[config.mk]
export PLATFORM = sky130hd
export DESIGN_NAME = prog_loader
export DESIGN_NICKNAME = d
export VERILOG_FILES = /design/src/rtl/prog_loader.sv
export SDC_FILE = /design/constraint.sdc
export NUM_CORES = 1
export LEC_CHECK = 0
export BUFFER_PORTS_ARGS = -buffer_cell sky130_fd_sc_hd__buf_2
export CAP_MARGIN = 15
export CORE_ASPECT_RATIO = 0.7
export CORE_MARGIN = 1
export CORE_UTILIZATION = 45
export DETAILED_ROUTE_END_ITERATION = 10
export GPL_ROUTABILITY_DRIVEN = 1
export HOLD_SLACK_MARGIN = 0.15
export PLACE_DENSITY = 0.74
export RECOVER_POWER = 25
export SYNTH_ARGS = -nofsm -noshare
export SYNTH_HDL_FRONTEND = slang
export SYNTH_SLANG_ARGS = --single-unit
[constraint.sdc]
create_clock -name clk -period 4.3 [get_ports clk]
set_clock_uncertainty 0.15 [all_clocks]
set_input_delay 0.645 -clock clk [delete_from_list [all_inputs] [get_ports clk]]
set_output_delay 0.645 -clock clk [all_outputs]
set_load 0.01 [all_outputs]
[src/rtl/prog_loader.sv]
// Program loader: parses a byte stream of IMEM/DMEM load frames plus run/stop commands
// and drives the two memory write ports. PROG_LOADER_CHECKSUM_EN adds a trailing XOR byte per frame.
module prog_loader #(
  parameter int ADDR_W = 64,
  parameter int LEN_W  = 16
) (
  input  logic              clk,
  input  logic              srst,
  input  logic              in_valid,
  input  logic [7:0]        in_data,
  output logic              in_ready,
  output logic [ADDR_W-1:0] addr_ext,
  output logic              wen_ext,
  output logic [31:0]       wdata_ext,
  output logic [ADDR_W-1:0] addr_ext_2,
  output logic              wen_ext_2,
  output logic [63:0]       wdata_ext_2,
  output logic              enable,
  output logic              busy,
  output logic              error
);

  typedef enum logic [3:0] {
    IDLE    = 4'd0,
    ADDR_LO = 4'd1,
    ADDR_HI = 4'd2,
    LEN_LO  = 4'd3,
    LEN_HI  = 4'd4,
    DATA    = 4'd5,
    WRITE   = 4'd6,
`ifdef PROG_LOADER_CHECKSUM_EN
    CSUM    = 4'd7,
`endif
    RUN     = 4'd8,
    ERR     = 4'd9
  } state_t;

`ifdef PROG_LOADER_CHECKSUM_EN
  localparam state_t END_ST = CSUM;
  logic [7:0] csum;
`else
  localparam state_t END_ST = IDLE;
`endif

  state_t            state;
  state_t            nxt;
  logic [ADDR_W-1:0] addr_r;
  logic [LEN_W-1:0]  cnt;
  logic [63:0]       word;
  logic [2:0]        bcnt;
  logic              dmem;
  logic              accept;
  logic              last_byte;
  logic [63:0]       wd_s;

  assign accept    = in_valid && in_ready;
  assign last_byte = (bcnt == (dmem ? 3'd7 : 3'd3));
  // Word as it will look once the byte on the bus is merged in (little-endian).
  assign wd_s      = word | ({56'd0, in_data} << {bcnt, 3'b000});

  // Next-state decode.
  always_comb begin
    nxt = state;
    case (state)
      IDLE: begin
        if (!accept) begin
          nxt = IDLE;
        end else if (in_data == 8'h01 || in_data == 8'h02) begin
          nxt = ADDR_LO;
        end else if (in_data == 8'h03) begin
          nxt = RUN;
        end else begin
          nxt = ERR;
        end
      end
      ADDR_LO: if (accept) nxt = ADDR_HI; else nxt = ADDR_LO;
      ADDR_HI: if (accept) nxt = LEN_LO;  else nxt = ADDR_HI;
      LEN_LO:  if (accept) nxt = LEN_HI;  else nxt = LEN_LO;
      LEN_HI: begin
        if (!accept) begin
          nxt = LEN_HI;
        end else if ({in_data, cnt[7:0]} == 16'd0) begin
          nxt = END_ST;
        end else begin
          nxt = DATA;
        end
      end
      DATA: if (accept && last_byte) nxt = WRITE; else nxt = DATA;
      WRITE: if (cnt == LEN_W'(1)) nxt = END_ST; else nxt = DATA;
`ifdef PROG_LOADER_CHECKSUM_EN
      CSUM: begin
        if (!accept) begin
          nxt = CSUM;
        end else if (in_data == csum) begin
          nxt = IDLE;
        end else begin
          nxt = ERR;
        end
      end
`endif
      RUN: if (accept && in_data == 8'h00) nxt = IDLE; else nxt = RUN;
      ERR: nxt = ERR;
      default: nxt = ERR;
    endcase
  end

  // State, datapath and registered outputs derived from the next state.
  always_ff @(posedge clk) begin
    if (srst) begin
      state       <= IDLE;
      addr_r      <= '0;
      cnt         <= '0;
      word        <= 64'd0;
      bcnt        <= 3'd0;
      dmem        <= 1'b0;
      in_ready    <= 1'b1;
      busy        <= 1'b0;
      enable      <= 1'b0;
      error       <= 1'b0;
      wen_ext     <= 1'b0;
      wen_ext_2   <= 1'b0;
      addr_ext    <= '0;
      addr_ext_2  <= '0;
      wdata_ext   <= 32'd0;
      wdata_ext_2 <= 64'd0;
`ifdef PROG_LOADER_CHECKSUM_EN
      csum        <= 8'd0;
`endif
    end else begin
      state     <= nxt;
      in_ready  <= (nxt != WRITE) && (nxt != ERR);
      busy      <= (nxt != IDLE) && (nxt != RUN) && (nxt != ERR);
      enable    <= (nxt == RUN);
      error     <= (nxt == ERR);
      wen_ext   <= (nxt == WRITE) && !dmem;
      wen_ext_2 <= (nxt == WRITE) && dmem;
      if (nxt == WRITE && !dmem) begin
        addr_ext  <= addr_r;
        wdata_ext <= wd_s[31:0];
      end
      if (nxt == WRITE && dmem) begin
        addr_ext_2  <= addr_r;
        wdata_ext_2 <= wd_s;
      end
      if (accept) begin
        case (state)
          IDLE: begin
            dmem   <= (in_data == 8'h02);
            addr_r <= '0;
            cnt    <= '0;
            word   <= 64'd0;
            bcnt   <= 3'd0;
          end
          ADDR_LO: addr_r[7:0]        <= in_data;
          ADDR_HI: addr_r[15:8]       <= in_data;
          LEN_LO:  cnt[7:0]           <= in_data;
          LEN_HI:  cnt[LEN_W-1:8]     <= in_data;
          DATA: begin
            word <= wd_s;
            bcnt <= last_byte ? 3'd0 : bcnt + 3'd1;
          end
          default: ;
        endcase
`ifdef PROG_LOADER_CHECKSUM_EN
        csum <= (state == IDLE) ? in_data : (csum ^ in_data);
`endif
      end
      if (state == WRITE) begin
        addr_r <= addr_r + (dmem ? ADDR_W'(8) : ADDR_W'(4));
        cnt    <= cnt - LEN_W'(1);
        word   <= 64'd0;
      end
    end
  end

endmodule

# ---- Word level (Yosys, flattened, before mapping)
# Index checks and enable logic that the tools add are counted.
dict set report totals {
  ff_bits 382
  mem_bits_ro 0
  mem_bits_rw 0
  latch_bits 0
  memories 0
  inputBits 11
}
dict set report op_classes {
  n_mul 0
  eq_ne 18
  n_bitwise 1
  magnitude_cmp 0
  n_mux 26
  div 0
  add_sub_neg 3
  shifts 1
  reduce_logical 29
}
# op count
set ops {}
lappend ops {{$mux W64} 2}
lappend ops {{$pmux W64 S2} 1}
lappend ops {{$add A64 B4 Y64} 1}
lappend ops {{$or A64 B64 Y64} 1}
lappend ops {{$pmux W8 S2} 4}
lappend ops {{$shl A8 B6 Y64} 1}
lappend ops {{$mux W48} 1}
lappend ops {{$mux W16} 2}
lappend ops {{$pmux W4 S8} 1}
lappend ops {{$mux W3} 6}
lappend ops {{$eq A16 B1 Y1 const B} 1}
lappend ops {{$eq A4 B3 Y1 const B} 4}
lappend ops {{$eq A8 B2 Y1 const B} 2}
lappend ops {{$logic_not A16 Y1} 1}
lappend ops {{$mux W4} 4}
lappend ops {{$sub A16 B1 Y16 const B} 1}
lappend ops {{$reduce_and A2 Y1} 7}
lappend ops {{$eq A4 B4 Y1 const B} 3}
lappend ops {{$reduce_bool A3 Y1} 4}
lappend ops {{$eq A4 B2 Y1 const B} 2}
lappend ops {{$eq A8 B1 Y1 const B} 1}
lappend ops {{$logic_and A1 B1 Y1} 8}
lappend ops {{$logic_not A8 Y1} 1}
lappend ops {{$ne A4 B4 Y1 const B} 2}
lappend ops {{other kinds (13)} 17}

# ---- Depth between registers and ports, before layout
dict set report depth {
  ltp_word 8
  mapped_depth 12
  ltp_nobuf 9
}

# ---- Least setup slack after synthesis
# Ideal clock, no wire load.
dict set report synth_path {
  path_type {register to register}
  from {register dmem}
  to {register addr_r[58]}
  path_slack_ns 1.302
  arrival_ns 2.778
  stages_incl_launch_ff 12
  n_path_buf 2
  period_less_slack_ns 2.998
  path_cell_list {dfxtp_1 clkbuf_1 inv_1 ha_1 inv_1 fa_1 nand4b_1 nor4_4 nand3_1 buf_2 or4_1 a21oi_1}
}
dict set report synth_via {
  elab_chain_cells 3
}
# element line_no
set synth_rtl {}
lappend synth_rtl {{from (decl)} 51} ;# logic dmem;
lappend synth_rtl {{from (signal assigned)} 148} ;# dmem <= (in_data == 8'h02);
lappend synth_rtl {{$mux W4} 169} ;# addr_r <= addr_r + (dmem ? ADDR_W'(8) : ADDR_W'(4));
lappend synth_rtl {{$add A64 B4 Y64} 169}
lappend synth_rtl {{$mux W64} 168} ;# if (state == WRITE) begin
lappend synth_rtl {{to (signal assigned)} 169}
lappend synth_rtl {{to (decl)} 47} ;# logic [ADDR_W-1:0] addr_r;
# Every way passes these cells.
# A chain may end at the register's enable or synchronous reset.

# ---- Worst setup path after layout
dict set report layout_path {
  from {register dmem}
  to {register addr_r[54]}
}
# Same word-level chain as after synthesis.

==> impl_metrics.yaml <==
cts:
  cts_tree: "done"
  cts_resized: 0
  ctsHoldBuffers: 0
  worstSkewPairLatency_ps: 540
  cts.clk_slew.worst_paths_ps: 60
  clock-sinks: 382
  cts_root_buf: "clkbuf_16"
  cts_max_level: 2
  numCtsBuffers: 39
  clk_path_buf_depth: 3
  cts_setup_buffers: 0
layout:
  multi_input_area_sq_um: 6950
  regArea_sq_um: 7650
  mostFrequentLayoutCells: "dfxtp_1 (382), nand2_1 (330), a21oi_1 (228), nor2_1 (201), clkbuf_1 (157)"
  layout_commonest_cell: "dfxtp_1"
  drive_gt1_share_pct: 10.1
  syn2layout_area_growth_pct: 16.0
  final_nets: 2008
  final_cells: 2451
  num-fill-cells: 3181
placed_design:
  dp_hpwl_um: 28600
  gp_congestion: 0.867
  dp_cells: 2382
  place_ws_ps: 898
  io_buffers: 240
synthesis:
  syn_area_sq_um: 15300
  synth_top_area_share_pct: 49.9
  synth.yosys.seq_area_share_pct: 49.9
  async_flop_share_pct: 0
  synthXorXnorAreaFrac_pct: 0.229
  synth_cell_types: 64
  yosys_warnings: 0
  synth_fa_ha_area_share_pct: 0.620
  yosys.area.top_type: "dfxtp_1"
  synth_top_family_by_area: "simple AND/OR/NAND/NOR gates"
  syn-num-nets: 1869
  synth_mux_area_share_pct: 0.718
  synth_area_per_cell_sq_um: 8.28
  synth_simple_gate_area_share_pct: 22.7
  ys.flop_type: "dfxtp_1"
  synth_edf_count: 0
  synth.area.top_cells: "dfxtp_1 (50%), nand2_1 (8.1%), a21oi_1 (7.4%)"
  ys_ff_latch: 382
  syn_inst: 1851
  synth-compound-area-share_pct: 20.9
global_routing:
  gr-total-overflow: 0
  grtUsageMet3_pct: 4.90
  antenna_found_initial: 1
  grt_busiest_layer: "met2"
  gr-usage-met2_pct: 37.0
  grt_max_degree: 161
  gr-usage-met1_pct: 35.7
  grt_pass1_vias: 12900
  grt_pass1_wl_um: 70000
  grt_usage_pct: 24.8
sta:
  hold_violations: 0
  fin_crit_sh_pct: 81.6
  slew_headroom_pct: 25.8
  finalMaxSlewViolations: 0
  tns_ps: 0
  setup_viol: 0
  hold_ws_ps: 302
  period_minus_slack_ps: 3510
  tightestPinTransition_ps: 1110
  fmax_mhz: 285
  worst_slack_ps: 790
  rsz0062_at_grt: "false"
setup_path:
  startpoint: "dmem"
  worstSetupEndpoint: "addr_r[54]"
  arrival_ps: 3830
  required_ps: 4620
  critPathKind: "flop to flop"
  cp_max_fo: 10
  reg2reg_to: "addr_r[54]"
  worstReg2RegStart: "dmem"
  cp-start-kind: "flop"
  reg2reg_slack_ps: 790
  cp-end-kind: "flop"
  r2r_cells: 9
floorplanning:
  num_rows: 56
  die-area_sq_um: 34800
  coreArea_sq_um: 33500
  pin_count: 241
  start_util_pct: 45.8
  fp.dieH_um: 156
  die_w_um: 223
run_status:
  status: "finished clean"
pwr:
  power.density_nw_per_um2: 424
  p_leak_nw: 5.94
  irDropWorstVdd_uv: 246
drt:
  drtIter0Drc: 1560
  detail-route-antenna-nets: 0
  vias: 14300
  wl_per_cell_um: 18.4
  drc_errors: 0
  drt_first_pass_iters: 6
  wirelength_um: 45000
  via_per_inst: 5.84
hold_path:
  worstHoldPathType: "flop to flop"
  worstHoldStart: "addr_ext[63]"
run:
  cap_violations: 0
area by class of cell:
| type | instances | share of cell area (%) |
|---|---|---|
| timing repair buffer | 263 | 6.97 |
| tap | 435 | 3.06 |
| antenna | 1 | 0.0141 |
| sequential | 382 | 43.0 |
| inverter | 23 | 0.486 |
| clock buffer | 54 | 6.49 |
| clock inverter | 12 | 0.866 |
| multi-input combinational | 1281 | 39.1 |
critical path: stages, from the launching register on:
cell and delay, ps:
dfxtp_1 400, inv_1 250, ha_1 230, inv_1 70
fa_1 430, nand4b_1 370, nor4_4 480, nand4_1 440
or3_1 480, a21oi_1 140
metrics by stage:
stage	power [W]	area, sq um	utilization (%)
6_report	0.00753	17800	53.1
5_1_grt	0.00776	17800	53.1
4_1_cts	0.00758	17900	53.6
3_5_place_dp	0.00412	16600	49.7
3_3_place_gp	0.00411	16600	49.7
2_1_floorplan	0.00397	15300	-
registers in the layout (all words and copies together) (netlist names), 3 cells and up:
signal       flops
cnt             16
addr_ext_2      64
state            4
wdata_ext       32
wdata_ext_2     64
word            64
addr_ext        64
bcnt             3
addr_r          64
cells in the mapped netlist (all sizes together), types with 12 or more instances:
cell and instances:
dfxtp 382, nand2 332, a21oi 228, nor2 201
clkbuf 124, a211oi 108, a22oi 73, nor3 50
buf 41, nand3 30, nand4 29, inv 22
or3 20, nor4 17, o211ai 16, and3 15
and2 14, o21ai 12
power by group:
part	switching, W	internal [W]
clock network	0.00142	0.00205
logic	0.000365	0.000102
registers	0.0000311	0.00356
total	0.00181	0.00572
layer usage:
metal / part of all wire (%) / up-vias
met5: 0 / -
met4: 2.3 / 0
met3: 8.0 / 74
met2: 44 / 568
met1: 46 / 6846
li1: - / 6825
how the worst min path moves through the flow:
| stage | endpoint | slack [ps] | cells past startpoint |
|---|---|---|---|
| after floorplan | addr_ext[0] | 290 | 2 |
| after global placement | addr_ext[35] | 290 | 2 |
| after detailed placement | addr_ext_2[35] | 290 | 2 |
| after CTS | addr_ext_2[35] | 300 | 2 |
| after global routing | addr_ext[46] | 320 | 2 |
| final | addr_ext[63] | 300 | 2 |
cell families after synthesis:
group                      after synthesis
AOI/OAI and AO/OA                      500
xor gates and xnor gates                 4
adders and majority gates                7
buffers and inverters                  188
DFF                                    382
muxes                                   10
and+or+nand+nor                        760
No activity file was read; power rests on OpenSTA's default activity.
